### config.mk
export PLATFORM = sky130hd
export DESIGN_NAME = matmul_operand_loader
export DESIGN_NICKNAME = d
export VERILOG_FILES = /design/src/rtl/matmul_operand_loader.sv
export SDC_FILE = /design/constraint.sdc
export NUM_CORES = 1
export LEC_CHECK = 0
export ABC_AREA = 1
export BUFFER_PORTS_ARGS = -buffer_cell sky130_fd_sc_hd__buf_2
export CAP_MARGIN = 20
export CORE_MARGIN = 4
export CORE_UTILIZATION = 50
export CTS_BUF_LIST = sky130_fd_sc_hd__clkbuf_4 sky130_fd_sc_hd__clkbuf_8
export DETAILED_ROUTE_END_ITERATION = 10
export PLACE_DENSITY = 0.77
export SYNTH_ARGS = -nofsm -noshare
export SYNTH_HDL_FRONTEND = slang
export SYNTH_SLANG_ARGS = --single-unit
### constraint.sdc
create_clock -name clk -period 42.2 [get_ports clk]
set_clock_uncertainty 0.2 [all_clocks]
set_input_delay 8.44 -clock clk [delete_from_list [all_inputs] [get_ports clk]]
set_output_delay 8.44 -clock clk [all_outputs]
set_load 0.01 [all_outputs]
### src/rtl/matmul_operand_loader.sv
// rtl/matmul_operand_loader.sv - stages streamed operand words into top/left matrix buses for workflow_control
// Optional ping-pong operand banks when LOADER_DOUBLE_BUFFER_EN is defined.
module matmul_operand_loader #(
  parameter int WORD_SIZE = 16,
  parameter int ROWS      = 4,
  parameter int COLS      = 4
) (
  input  logic                            clk,
  input  logic                            rst,
  input  logic                            in_valid,
  output logic                            in_ready,
  input  logic [WORD_SIZE-1:0]            in_data,
  output logic [ROWS*COLS*WORD_SIZE-1:0]  top_matrix,
  output logic [ROWS*COLS*WORD_SIZE-1:0]  left_matrix,
  output logic                            mat_valid,
  input  logic                            mat_ack,
  output logic                            loading_left
);

  localparam int N  = ROWS * COLS;
  localparam int IW = (N > 1) ? $clog2(N) : 1;

  typedef enum logic [1:0] {
    LOAD_TOP  = 2'd0,
    LOAD_LEFT = 2'd1,
    FULL      = 2'd2
  } state_t;

  state_t        state;
  state_t        state_next;
  logic [IW-1:0] idx;
  logic          xfer;
  logic          last_word;
  logic          fill_done;
  logic          release_set;
  logic          next_bank_busy;

  assign in_ready     = (state != FULL);
  assign loading_left = (state == LOAD_LEFT);
  assign xfer         = in_valid && in_ready;
  assign last_word    = (idx == IW'(N - 1));
  assign fill_done    = xfer && (state == LOAD_LEFT) && last_word;

  always_ff @(posedge clk or posedge rst) begin
    if (rst) begin
      state <= LOAD_TOP;
      idx   <= '0;
    end else begin
      state <= state_next;
      if (xfer) begin
        idx <= last_word ? '0 : idx + 1'b1;
      end
    end
  end

  always_comb begin
    state_next = state;
    case (state)
      LOAD_TOP: begin
        if (xfer && last_word) state_next = LOAD_LEFT;
      end
      LOAD_LEFT: begin
        // After a completed set, only stall if the bank we would write next is still owned by the reader.
        if (fill_done) state_next = next_bank_busy ? FULL : LOAD_TOP;
      end
      FULL: begin
        if (release_set) state_next = LOAD_TOP;
      end
      default: state_next = LOAD_TOP;
    endcase
  end

`ifdef LOADER_DOUBLE_BUFFER_EN
  logic [WORD_SIZE-1:0] top_mem  [2][N];
  logic [WORD_SIZE-1:0] left_mem [2][N];
  logic [1:0]           full;
  logic                 wr_bank;
  logic                 rd_bank;
  logic                 wr_bank_nxt;

  assign wr_bank_nxt    = ~wr_bank;
  assign release_set    = mat_ack && full[rd_bank];
  assign next_bank_busy = full[wr_bank_nxt] && !(release_set && (rd_bank == wr_bank_nxt));
  assign mat_valid      = full[rd_bank];

  always_ff @(posedge clk or posedge rst) begin
    if (rst) begin
      for (int b = 0; b < 2; b++) begin
        for (int i = 0; i < N; i++) begin
          top_mem[b][i]  <= '0;
          left_mem[b][i] <= '0;
        end
      end
      full    <= '0;
      wr_bank <= 1'b0;
      rd_bank <= 1'b0;
    end else begin
      if (xfer && (state == LOAD_TOP))  top_mem[wr_bank][idx]  <= in_data;
      if (xfer && (state == LOAD_LEFT)) left_mem[wr_bank][idx] <= in_data;
      // Fill and release always target different banks, so both may land in one cycle.
      if (fill_done) begin
        full[wr_bank] <= 1'b1;
        wr_bank       <= wr_bank_nxt;
      end
      if (release_set) begin
        full[rd_bank] <= 1'b0;
        rd_bank       <= ~rd_bank;
      end
    end
  end

  always_comb begin
    top_matrix  = '0;
    left_matrix = '0;
    for (int i = 0; i < N; i++) begin
      top_matrix[i*WORD_SIZE +: WORD_SIZE]  = top_mem[rd_bank][i];
      left_matrix[i*WORD_SIZE +: WORD_SIZE] = left_mem[rd_bank][i];
    end
  end
`else
  logic [WORD_SIZE-1:0] top_mem  [N];
  logic [WORD_SIZE-1:0] left_mem [N];
  logic                 full;

  assign release_set    = mat_ack && full;
  assign next_bank_busy = 1'b1;
  assign mat_valid      = full;

  always_ff @(posedge clk or posedge rst) begin
    if (rst) begin
      for (int i = 0; i < N; i++) begin
        top_mem[i]  <= '0;
        left_mem[i] <= '0;
      end
      full <= 1'b0;
    end else begin
      if (xfer && (state == LOAD_TOP))  top_mem[idx]  <= in_data;
      if (xfer && (state == LOAD_LEFT)) left_mem[idx] <= in_data;
      if (fill_done) begin
        full <= 1'b1;
      end else if (release_set) begin
        full <= 1'b0;
      end
    end
  end

  always_comb begin
    top_matrix  = '0;
    left_matrix = '0;
    for (int i = 0; i < N; i++) begin
      top_matrix[i*WORD_SIZE +: WORD_SIZE]  = top_mem[i];
      left_matrix[i*WORD_SIZE +: WORD_SIZE] = left_mem[i];
    end
  end
`endif

endmodule

==> results.md <==
- The synthesized design contains 0 enable-type register cells.
- The commonest cells after synthesis are nand2_1, dfrtp_1, o21ai_1.
- In this run the critical register-to-register path is launched from state[0].
- The data arrival time of the critical path is 10.87 ns.
- Once the floorplan was initialized, standard cells occupied 50.8% of the core.
- The tightest min-delay check is of the flop to flop type.
- The count of routing violations after the opening detailed-route iteration is 1234.
- The max-slew violation count is 0.
- The number of global-route vias before repair was 15600.
- Buffers added to address setup during post-CTS repair amount to 0.
- The count of endpoints failing hold in the final timing report is 0.
- Of all nets on the critical path, the largest fanout is 52.
- The number of standard cells after synthesis is 1889.
- The buffer cell driving the clock tree root is clkbuf_8.
- The initial antenna violation count is 1.
- Setup violations remaining at the end of the flow were counted as 0.
- TritonCTS created 81 clock buffers.
- Measured on the finished design, the core utilization comes to 61.5%.
- The placed instance count is 2823.
- The startpoint of the lowest-slack hold path is left_matrix[62].
- The per-cell routed wire length is 21.2 µm.
- The count of buffers added on input and output ports is 534.
- The count of instances resized after the clock tree is built is 0.
- The final worst-path cycle share is 25.1%.
- The area after detailed placement is 22200 µm².
- The I/O pin count is 535.
- Setup repair after global routing left no endpoint under its margin.
- The remaining global-route overflow is 0.
- For this design, the slowest cell found on the critical path is nand2_1.
- The area share of the largest cell type after synthesis is 65.9%.
- The post-route minimum period is 10.58 ns.
- Static timing analysis puts the maximum clock frequency at 94.5 MHz.
- The number of max-cap violations is 0.
- Across every metal layer, demand over resource in global routing totals 28.9%.
- Walking the worst path, the cells encountered are buf_2 -> nand3_4 -> inv_2 -> nand2_1 -> o21ai_0.
- After routing, the total negative slack on setup checks comes to 0 ns.
- The first TritonRoute pass finished after 6 iterations.
- Hold repair after CTS inserted 0 buffers.
- The non-filler instance count after layout is 2967.
- The H-tree depth is 3.
- The number of nets handed over by synthesis was 1913.
- The required time of the critical path is 42.49 ns.
- The worst-skew pair later-pin latency is 0.60 ns.
- Entering global routing, the biggest net connects 187 pins.
- The via count is 15900.
- The most common cell in the netlist is nand2_1.
- For this run, the register share of the synthesized area comes to 65.9%.
- Of the cells placed in the final design, the portion with a size suffix greater than 1 is 31.7%.
- After synthesis the netlist holds a flip-flop and latch count of 519.
- The element type at the critical path end is a flop.
- The deepest clock path buffer count is 3.
- In this run the tightest slew margin relative to its limit is 27.7%.
- The detailed placement HPWL is 41100 µm.
- The dominant delay contributor by cell family on the critical path is simple AND/OR/NAND/NOR gates.
- The largest area contributor in the synthesized netlist is dfrtp_1.
- The run finished with clean final reports.
- The kind of critical path is primary input to flop.
- The first global-routing pass estimated 93400 µm of wire.
- The vertical die dimension is 207 µm.
- Yosys printed 0 warnings.
- Tracing the worst setup path back leads to its startpoint at in_valid.
- The total power after layout is 1.90 mW.
- The worst-margin pin slew is 1.09 ns.
- Counting flops with an async set or reset pin after synthesis yields a share of 100%.
- The power density of the placed cells is 79.7 nW/µm².
- IR analysis of the VDD net gives a maximum drop of 42.2 µV.
- The net total in the final layout is 2412.
- After synthesis, the cell types taking the most area are dfrtp_1, nand2_1, o21ai_1.
- In the synthesized netlist the dominant register cell turns out to be dfrtp_1.
- In this run the static leakage power is 13.3 nW.
- The weighted congestion at the end of routability-driven global placement is 0.868.
- The clock-pin slew of the registers on the worst-case setup and hold paths is 0.06 ns.
- Once detail routing completed, the nets flagged for antenna violations numbered 0.
- The finished layout cell area is 23900 µm².
- Averaged over all synthesized cells, the footprint is 10.4 µm².
- The delay of the slowest cell on the worst path is 0.67 ns.
- The relative area change from synthesis to final layout is 21.2%.
- The width of the die is 207 µm.
- The area enclosed by the die boundary is 42700 µm².
- In the routed layout, each cell is associated on average with a via count of 5.37.
- The distinct cell type count of the synthesized netlist is 24.
- STA classifies the critical path startpoint as a primary input.
- The critical path contains buffers and inverters numbering 2 combined.
- The site row count is 72.
- The core region area is 38800 µm².
- The aggregate routed wire length is 63000 µm.
- In this run the cell area of the synthesized design comes to 19700 µm².
- The TritonCTS clock tree is built.
- For this design, the sink count on the clock tree is 519.
- In the routed design, unresolved DRC markers number 0.
## layer usage
metal | wire [µm] | track usage, % | up-vias
met1 | 24500 | 37.4 | 7801
li1 | - | - | 7184
met2 | 30200 | 46.6 | 772
met5 | 0 | 0 | -
met3 | 5610 | 6.81 | 172
met4 | 2810 | 13.5 | 0
## layout make-up
cell class | count | area (µm²)
Timing Repair Buffer | 553 | 2830
Sequential cell | 519 | 13000
Clock buffer | 127 | 1580
Multi-Input combinational cell | 1199 | 5600
Fill cell | 3218 | 14900
Antenna cell | 2 | 5.00
Clock inverter | 15 | 110
Inverter | 34 | 138
Tap cell | 518 | 648
## through the flow
step / hold slack (ns) / worst slack (ns)
floorplan: 0.319 / 19.06
global placement: 0.261 / 30.95
detailed placement: 0.267 / 30.89
CTS: 0.283 / 31.59
global route: 0.293 / 31.20
finish: 0.281 / 31.62
## layout by cell type (no fill, tap or decap), types with 2 or more instances in the layout
cell type,netlist,routed
o21ai_2,23,23
nor2_8,4,4
nand2_1,626,626
nor2_2,12,12
clkbuf_8,0,100
o21ai_1,335,335
ha_1,4,4
inv_2,9,9
clkbuf_4,0,27
diode_2,0,2
nor2_4,2,2
nand2_2,4,4
buf_2,18,534
dfrtp_1,519,519
nand3_1,3,3
nand3_4,2,2
buf_4,16,18
clkinv_2,0,11
nand2_4,23,23
nand4_1,2,2
o21ai_0,157,157
inv_1,24,23
## tightest hold or removal path, delay by kind of cell (launching register included)
family / cells / cell delay, ns
compound gates: 1 / 0.06
flops: 1 / 0.34
simple gates: 1 / 0.05
## final timing paths
| path | end | slack (ns) | cells after the start |
|---|---|---|---|
| max reg2reg | top_matrix[25] | 39.08 | 5 |
| max in group asynchronous | top_matrix[162] | 31.66 | 4 |
| min in group asynchronous | left_matrix[99] | 7.78 | 2 |
| max | top_matrix[25] | 31.62 | 5 |
| min reg2reg | left_matrix[62] | 0.28 | 2 |
| min | left_matrix[62] | 0.28 | 2 |
## power by group
part	switching, mW	leakage, nW	total, mW	internal (mW)
sequential	0.121	6.86	0.826	0.705
combinational	0.402	5.54	0.642	0.240
clock	0.193	0.909	0.437	0.244
## state kept, by name (all words and copies together), names as in the netlist
| name | cells |
|---|---|
| state | 2 |
| idx | 4 |
| mat_valid | 1 |
| left_matrix | 256 |
| top_matrix | 256 |
## cells by family after synthesis
group | after synthesis | synth area share, %
and+or+nand+nor | 679 | 14.6
buffers and inverters | 171 | 5.68
DFF | 519 | 65.9
adders and majority gates | 4 | 0.254
AOI/OAI and AO/OA | 515 | 13.5
xor gates and xnor gates | 1 | 0.0444
No activity file was read; power rests on OpenSTA's default activity.
